--- config.mk ---
export PLATFORM = sky130hd
export DESIGN_NAME = ex_mem_stage
export DESIGN_NICKNAME = d
export VERILOG_FILES = /design/src/rtl/ex_mem_stage.sv
export SDC_FILE = /design/constraint.sdc
export NUM_CORES = 1
export LEC_CHECK = 0
export ABC_CLOCK_PERIOD_IN_PS = 7500
export CAP_MARGIN = 20
export CORE_MARGIN = 5
export CORE_UTILIZATION = 49
export CTS_CLUSTER_SIZE = 12
export DETAILED_ROUTE_END_ITERATION = 6
export PLACE_DENSITY = 0.86
export SYNTH_ARGS = -nofsm -noshare
export SYNTH_HDL_FRONTEND = slang
export SYNTH_SLANG_ARGS = --single-unit
--- constraint.sdc ---
create_clock -name clk -period 7.5 [get_ports clk]
set_clock_uncertainty 0.05 [all_clocks]
set_input_delay 0.75 -clock clk [delete_from_list [all_inputs] [get_ports clk]]
set_output_delay 0.75 -clock clk [all_outputs]
set_load 0.02 [all_outputs]
--- src/rtl/ex_mem_stage.sv ---
// ---------------------------------------------------------------------------
// ex_mem_stage
//   EX/MEM pipeline stage behind the 64-bit ALU. Each accepted instruction
//   becomes exactly one write-back record. Loads and stores first run one
//   data-memory transaction over a req/ack handshake, and upstream is
//   stalled while it is outstanding. Misaligned addresses, illegal
//   read+write control and a bus-response timeout become exception codes.
//
// Ports
//   clk, rst_n        clock, asynchronous active-low reset
//   in_valid/in_ready EX handshake (in_ready is registered)
//   flush             drop the instruction offered this cycle
//   alu_result        ALU result / memory byte address
//   alu_overflow      ALU overflow, carried through to wb_overflow
//   store_data        store data (rs2)
//   rd, mem_read, mem_write, reg_write, mem_to_reg   control bits
//   dmem_req/we/addr/wdata, dmem_ack/rdata          data-memory bus
//   wb_valid, wb_rd, wb_data, wb_reg_write, wb_overflow, wb_exc  WB record
// ---------------------------------------------------------------------------
module ex_mem_stage #(
   parameter int ADDR_W  = 32,
   parameter int TIMEOUT = 16
) (
   input  logic              clk,
   input  logic              rst_n,
   input  logic              in_valid,
   output logic              in_ready,
   input  logic              flush,
   input  logic [63:0]       alu_result,
   input  logic              alu_overflow,
   input  logic [63:0]       store_data,
   input  logic [4:0]        rd,
   input  logic              mem_read,
   input  logic              mem_write,
   input  logic              reg_write,
   input  logic              mem_to_reg,
   output logic              dmem_req,
   output logic              dmem_we,
   output logic [ADDR_W-1:0] dmem_addr,
   output logic [63:0]       dmem_wdata,
   input  logic              dmem_ack,
   input  logic [63:0]       dmem_rdata,
   output logic              wb_valid,
   output logic [4:0]        wb_rd,
   output logic [63:0]       wb_data,
   output logic              wb_reg_write,
   output logic              wb_overflow,
   output logic [1:0]        wb_exc
);

   localparam logic [0:0] S_IDLE     = 1'b0;
   localparam logic [0:0] S_MEM_WAIT = 1'b1;

   localparam logic [1:0] EXC_NONE     = 2'b00;
   localparam logic [1:0] EXC_MISALIGN = 2'b01;
   localparam logic [1:0] EXC_TIMEOUT  = 2'b10;
   localparam logic [1:0] EXC_ILLEGAL  = 2'b11;

   // Last MEM_WAIT cycle that may still complete normally; TIMEOUT is
   // limited to 2..255 so the limit fits the 8-bit counter.
   localparam logic [7:0] TLIM = 8'(TIMEOUT - 1);

   logic [0:0]  state_p1;
   logic [7:0]  tcnt_p1;

   // Fields of the outstanding memory instruction, needed at completion.
   logic [63:0] alu_p1;
   logic [4:0]  rd_p1;
   logic        reg_write_p1;
   logic        load_wb_p1;
   logic        ovf_p1;

   logic        accept;
   logic        is_access;
   logic        is_illegal;
   logic        is_misaligned;
   logic        is_mem_op;
   logic [1:0]  idle_exc;

   // in_ready is only high in IDLE, so accept never fires in MEM_WAIT and
   // flush cannot disturb an outstanding access.
   assign accept = in_valid & in_ready & ~flush;

   always_comb begin
      is_access     = mem_read | mem_write;
      is_illegal    = mem_read & mem_write;
      is_misaligned = is_access & ~is_illegal & (alu_result[2:0] != 3'b000);
      is_mem_op     = is_access & ~is_illegal & ~is_misaligned;
      idle_exc      = EXC_NONE;
      if (is_illegal)
         idle_exc = EXC_ILLEGAL;
      else if (is_misaligned)
         idle_exc = EXC_MISALIGN;
   end

   // ---- stage p0 -> p1: capture of the memory instruction ----
   always_ff @(posedge clk) begin
      if (state_p1 == S_IDLE && accept) begin
         alu_p1       <= alu_result;
         rd_p1        <= rd;
         reg_write_p1 <= reg_write;
         load_wb_p1   <= mem_read & mem_to_reg;
         ovf_p1       <= alu_overflow;
      end
   end

   // ---- stage p1 -> WB: control, memory bus and write-back record ----
   always_ff @(posedge clk or negedge rst_n) begin
      if (!rst_n) begin
         state_p1     <= S_IDLE;
         in_ready     <= 1'b0;
         tcnt_p1      <= 8'd0;
         dmem_req     <= 1'b0;
         dmem_we      <= 1'b0;
         dmem_addr    <= '0;
         dmem_wdata   <= 64'd0;
         wb_valid     <= 1'b0;
         wb_rd        <= 5'd0;
         wb_data      <= 64'd0;
         wb_reg_write <= 1'b0;
         wb_overflow  <= 1'b0;
         wb_exc       <= EXC_NONE;
      end else begin
         wb_valid <= 1'b0;
         in_ready <= (state_p1 == S_IDLE);
         case (state_p1)
            S_IDLE: begin
               if (accept) begin
                  if (is_mem_op) begin
                     state_p1   <= S_MEM_WAIT;
                     in_ready   <= 1'b0;
                     tcnt_p1    <= 8'd0;
                     dmem_req   <= 1'b1;
                     dmem_we    <= mem_write;
                     dmem_addr  <= alu_result[ADDR_W-1:0];
                     dmem_wdata <= store_data;
                  end else begin
                     // ALU ops and early faults retire the next cycle.
                     wb_valid     <= 1'b1;
                     wb_rd        <= rd;
                     wb_data      <= alu_result;
                     wb_overflow  <= alu_overflow;
                     wb_reg_write <= reg_write & ~is_access;
                     wb_exc       <= idle_exc;
                  end
               end
            end
            default: begin
               // An ack in the limit cycle still wins over the timeout.
               if (dmem_ack) begin
                  state_p1     <= S_IDLE;
                  in_ready     <= 1'b1;
                  dmem_req     <= 1'b0;
                  wb_valid     <= 1'b1;
                  wb_rd        <= rd_p1;
                  wb_data      <= load_wb_p1 ? dmem_rdata : alu_p1;
                  wb_overflow  <= ovf_p1;
                  wb_reg_write <= reg_write_p1;
                  wb_exc       <= EXC_NONE;
               end else if (tcnt_p1 == TLIM) begin
                  state_p1     <= S_IDLE;
                  in_ready     <= 1'b1;
                  dmem_req     <= 1'b0;
                  wb_valid     <= 1'b1;
                  wb_rd        <= rd_p1;
                  wb_data      <= alu_p1;
                  wb_overflow  <= ovf_p1;
                  wb_reg_write <= 1'b0;
                  wb_exc       <= EXC_TIMEOUT;
               end else begin
                  tcnt_p1 <= tcnt_p1 + 8'd1;
               end
            end
         endcase
      end
   end

endmodule

==> results of run 1 <==
metrics by stage:
| step | hold WS [ns] | std cells | utilization [%] |
|---|---|---|---|
| 2_1_floorplan | 0.404 | 935 | - |
| 3_3_place_gp | 0.407 | 1546 | 67.5 |
| 3_5_place_dp | 0.411 | 1546 | 67.5 |
| 4_1_cts | 0.382 | 1595 | 71.3 |
| 5_1_grt | 0.000903 | 1596 | 71.5 |
| 6_report | 0.0176 | 1596 | 71.5 |
state kept, by name, summed over array words and instances, names as in the netlist, 2 cells and up:
register and count:
alu_p1 64, rd_p1 5, wb_data 64, wb_rd 5, wb_exc 2, dmem_wdata 64, dmem_addr 32, tcnt_p1 8
logic make-up (layout without fill, tap and decap cells):
logic type	count (synthesis)	after routing	share of synthesized area (%)
compound gates	92	92	4.64
mux	136	136	15.5
buf+inv	59	440	3.19
fa+ha+maj	3	3	0.347
simple gates	391	391	14.3
flops	254	254	62.0
cells in the final DEF, fill, tap and decap left out, types with 3 or more instances in the layout:
cell,synthesis,routed
inv_1,5,5
clkbuf_1,32,10
mux2_4,63,63
clkdlybuf4s50_1,0,378
clkbuf_16,0,27
buf_4,0,6
and2_1,5,5
a21oi_1,75,75
dfrtp_1,182,181
nor2_1,76,76
clkinv_2,0,5
nor3_1,3,3
ha_1,3,3
o211ai_1,4,4
clkbuf_8,0,7
edfxtp_1,72,72
nand3_1,7,6
a31oi_1,3,3
mux2_2,3,3
mux2i_1,70,70
nand2_1,286,285
layout make-up:
type	instances	area, sq um
Inverter	5	18.8
Clock buffer	43	796
Fill cell	1509	6230
Timing Repair Buffer	386	3870
Tap cell	280	350
Multi-Input combinational cell	622	3810
Clock inverter	6	33.8
Sequential cell	254	6720
critical path: cells and delay by family, from the launching register on:
| family | cells | cell delay (ns) |
|---|---|---|
| compound gates | 1 | 0.88 |
| buf+inv | 2 | 1.38 |
| flops | 1 | 0.76 |
| mux | 1 | 0.39 |
| simple gates | 1 | 0.38 |
power groups by stage:
stage / Combinational, mW / Clock [mW] / Sequential (mW)
6_report: 1.16 / 1.25 / 1.78
5_1_grt: 1.23 / 1.33 / 1.81
4_1_cts: 1.17 / 1.28 / 1.78
3_5_place_dp: 1.16 / 0 / 1.80
3_3_place_gp: 1.13 / 0 / 1.79
2_1_floorplan: 0.299 / 0 / 2.02
path summary, 6_finish.rpt:
check | cells after the start | endpoint | slack, ns
setup / recovery | 5 | wb_data[63] | 3.39
hold reg to reg | 2 | dmem_wdata[45] | 0.42
setup reg to reg | 5 | wb_data[63] | 3.39
hold / removal | 1 | wb_data[38] | 0.02
max in group asynchronous | 3 | state_p1 | 5.77
min in group clk | 2 | dmem_wdata[45] | 0.42
routing by layer:
| metal | global-route usage [%] | wire length [microns] | share of wire (%) |
|---|---|---|---|
| met5 | 0 | 0 | 0 |
| met3 | 6.03 | 2630 | 8.5 |
| met2 | 40.8 | 15400 | 50 |
| met1 | 29.4 | 11900 | 38 |
| met4 | 8.41 | 1120 | 3.6 |
==> out/qor.yml, run 1 <==
hold_path:
  worstHoldPathType: "in -> async"
pwr:
  switching_share_pct: 29.0
  p_seq_share_pct: 42.6
  p_leak_nw: 7.12
  p_total_mw: 4.18
  p_switching_mw: 1.21
  p_clk_share_pct: 29.8
  peakVddDrop_mv: 0.203
  pwr-share-comb_pct: 27.6
  power.density_nw_per_um2: 268
  power.internal_mw: 2.97
floorplanning:
  core_area_sq_um: 21800
  rows: 54
  die-area_sq_um: 25200
  die_h_microns: 159
  io_pins: 380
  initial_core_util_pct: 49.6
  die_w_microns: 159
routing:
  ant_nets: 0
  first_pass_iters: 4
  viasPerCell: 5.15
  drtIter0Drc: 454
  wirelength_microns: 31100
  num_vias: 8223
  drc: 0
  wl_per_cell_microns: 19.5
run:
  drv_cap: 0
finish:
  fin_area_sq_um: 15600
  drive_gt1_share_pct: 9.19
  syn_to_final_growth_pct: 44.0
  nNetsFinal: 1506
  n_antenna_cell: 0
logic_synthesis:
  synth_top_area_share_pct: 42.1
  syn_avg_cell_area_sq_um: 11.6
  synth_cells: 935
  yosys_warnings: 0
  yosys-top-cells-area: "dfrtp_1 (42%), edfxtp_1 (20%), nand2_1 (9.9%), mux2_4 (8.7%), mux2i_1 (6.5%)"
  synthTopCellsByCount: "nand2_1 (286), dfrtp_1 (182), nor2_1 (76)"
  yosysTopAreaCell: "dfrtp_1"
  ys_async_sr_fraction_pct: 71.7
  synth-seq-cells: 254
  synth_edf_count: 72
  syn-cell-area_sq_um: 10800
  ys.flop_type: "dfrtp_1"
  synth.most_common_cell: "nand2_1"
  seq_area_frac_synth_pct: 62.0
  yosysUniqueCellTypes: 38
  synth_nets: 1145
outcome:
  status: "completed"
clock_network:
  cts_tree: "yes"
  cts_setup_buffers: 0
  root_buffer: "clkbuf_16"
  cts_resized: 0
  htree_levels: 1
  cts.sinks: 254
  numCtsBuffers: 27
  hold_buffers: 0
  clock_path_buffers: 3
  insertion_delay_ns: 0.53
  path_clk_slew_ns: 0.06
sta:
  setup-tns-final_ns: 0
  period_minus_slack_ns: 4.11
  max_slew_margin_pct: 27.6
  rsz0062_at_grt: "no"
  hold_viol: 0
  finalSetupViolations: 0
  setup_ws_ns: 3.39
  worst_pin_slew_ns: 1.09
  finalCritPeriodShare_pct: 54.8
  maxSlewViolCount: 0
  fmax_mhz: 243
global_route:
  grt_pass1_wl_microns: 47000
  grt_pass1_vias: 8612
  grt_start_max_net_pins: 124
  grtUsageTotal_pct: 23.8
  antenna_found_initial: 0
  gr-total-overflow: 0
setup_path:
  worstSetupPathType: "reg -> reg"
  path_common_cell: "buf_4"
  slowest_delay_ns: 0.88
  worst_setup_path_start_kind: "flop"
  reg2reg_from: "state_p1"
  startpoint: "state_p1"
  path_cells: "buf_4 > and4_1 > a221o_4 > buf_4 > mux2_2"
  cp.arrival_ns: 4.48
  slowest_stage: "a221o_4"
  worstPathRequired_ns: 7.86
  crit_path_end_kind: "flop"
  worst-path-max-fanout: 100
place:
  hpwl_microns: 21200
  dp_slack_ns: 3.39
  gp_congestion: 0.816
  portBuffers: 379
  post_dp_cell_area_sq_um: 14700
Note: power is estimated with default switching activity, not from simulation.
==> inputs of run 2 (changes only) <==
ABC_CLOCK_PERIOD_IN_PS = 3350   (was 7500)
CORE_UTILIZATION = 41   (was 49)
PLACE_DENSITY = 0.77   (was 0.86)
clock period = 3.35 ns   (was 7.5 ns; I/O delays follow)
==> run 2 against run 1 <==
Net effect:
- power increased by 130%
- sequential share of layout area decreased by 0.68 points
- global-route usage decreased by 3.0 points
- wire length increased by 3.2%
- critical path depth increased by 2
- sequential power increased by 120%
- die area increased by 18%
- sequential cell count unchanged
- register-to-register slack got worse by 2.5 ns
- combinational power increased by 120%
- critical endpoint is now wb_data[39]
- highest routed layer unchanged
==> out/qor.yml, run 2 (synthesis gave the netlist of run 1 again) <==
clock_network:
  root_buffer: "clkbuf_16"
  cts.sinks: 254
  clock_path_buffers: 3
  path_clk_slew_ns: 0.06
  htree_levels: 1
  insertion_delay_ns: 0.53
  cts_resized: 0
  numCtsBuffers: 29
  cts_tree: "yes"
routing:
  drtIter0Drc: 407
  num_vias: 8219
  ant_nets: 0
  first_pass_iters: 4
  viasPerCell: 4.93
  wl_per_cell_microns: 19.3
  drc: 0
  wirelength_microns: 32100
floorplanning:
  rows: 59
  die_h_microns: 173
  io_pins: 380
  core_area_sq_um: 26100
  initial_core_util_pct: 41.6
  die_w_microns: 173
  die-area_sq_um: 29800
sta:
  hold_viol: 0
  finalSetupViolations: 0
  setup-tns-final_ns: 0
  finalCritPeriodShare_pct: 77.6
  max_slew_margin_pct: 29.4
  maxSlewViolCount: 0
  fmax_mhz: 385
  worst_pin_slew_ns: 1.06
  rsz0062_at_grt: "no"
  period_minus_slack_ns: 2.60
setup_path:
  cp.arrival_ns: 2.96
  slowest_delay_ns: 0.61
  worst_setup_path_start_kind: "input port"
  slowest_stage: "a221o_4"
  worstSetupPathType: "in -> reg"
  worst-path-max-fanout: 14
  rr_worst_depth: 2
  crit_path_end_kind: "flop"
  path_cells: "clkdlybuf4s50_1 > inv_1 > ha_1 > or4b_1 > a221o_4 > buf_4 > mux2_4"
  worstPathRequired_ns: 3.71
pwr:
  power.internal_mw: 6.73
  peakVddDrop_mv: 0.404
  p_clk_share_pct: 30.6
  pwr-share-comb_pct: 27.3
  p_seq_share_pct: 42.1
  power.density_nw_per_um2: 598
  p_total_mw: 9.48
  switching_share_pct: 29.0
  p_switching_mw: 2.75
  p_leak_nw: 7.20
finish:
  final_cell_mix: "clkdlybuf4s50_1 (378), nand2_1 (285), dfrtp_1 (181)"
  nNetsFinal: 1520
  drive_gt1_share_pct: 9.68
  reg_top3: "alu_p1: 64 flops, dmem_wdata: 64 flops, wb_data: 64 flops"
  regArea_sq_um: 6720
  multi_input_area_sq_um: 3810
  syn_to_final_growth_pct: 46.3
  num-fill-cells: 2092
  final_common_cell: "clkdlybuf4s50_1"
place:
  gp_congestion: 0.800
  hpwl_microns: 22800
  portBuffers: 379
hold_path:
  worstHoldPathType: "in -> reg"
  hold_path_depth: 3
global_route:
  gr-total-overflow: 0
  grtUsageTotal_pct: 20.8
  grt_pass1_wl_microns: 50500
  grt_start_max_net_pins: 75
  grt_pass1_vias: 8856
  antenna_found_initial: 1
run:
  drv_cap: 0
outcome:
  status: "completed"
run 2: path summary, 6_finish.rpt:
path,startpoint,to,slack (ns)
max,mem_read,wb_data[39],0.75
min,store_data[58],dmem_wdata[58],0.28
max reg2reg,state_p1,alu_p1[35],0.84
min reg2reg,dmem_wdata[45],dmem_wdata[45],0.42
max in group asynchronous,rst_n,dmem_wdata[53],2.04
min in group asynchronous,rst_n,dmem_addr[29],0.32
run 2: power groups by stage:
stage          registers (mW)  logic, mW  clock network (mW)
2_1_floorplan            4.53      0.670                   0
3_3_place_gp             4.01       2.57                   0
3_5_place_dp             4.03       2.61                   0
4_1_cts                  3.99       2.63                2.99
5_1_grt                  4.05       2.76                3.12
6_report                 3.99       2.59                2.90
run 2: worst max-delay path: cells and delay by family:
kind | cells | cell delay (ns)
compound gates | 1 | 0.61
fa+ha+maj | 1 | 0.37
buf+inv | 3 | 0.83
mux | 1 | 0.32
simple gates | 1 | 0.48
run 2: layout make-up:
cell class              instances  share of cell area [%]
clock inverters                 5                   0.150
inverters                       5                   0.118
clock buffers                  48                    5.29
multi-input cells             622                    24.0
diodes                          1                  0.0158
well taps                     335                    2.64
flip-flops and latches        254                    42.4
repair buffers                398                    25.4
run 2: timing repair:
item / in CTS / in global routing
hold endpoints to repair: 64 / 0
setup buffers: 0 / 0
hold buffers: 1 / 0
setup endpoints to repair: 0 / 0
run 2: stage by stage:
step	hold slack [ns]	std cells	cell area [sq um]	worst slack (ns)	utilization, %
final	0.281	1668	15800	0.750	60.8
after global routing	0.259	1668	15800	0.686	60.8
after CTS	0.254	1667	15800	0.767	60.8
after detailed placement	0.323	1613	15000	0.218	57.5
after global placement	0.320	1613	15000	0.258	57.5
after floorplan	-0.0106	935	10800	0.454	-
run 2: layer usage:
layer	global-route usage, %	part of all wire, %	vias to the layer above
li1	-	-	3904
met1	25.3	40	3911
met2	35.4	49	347
met3	6.94	9.0	57
met4	5.84	2.7	0
met5	0	0	-
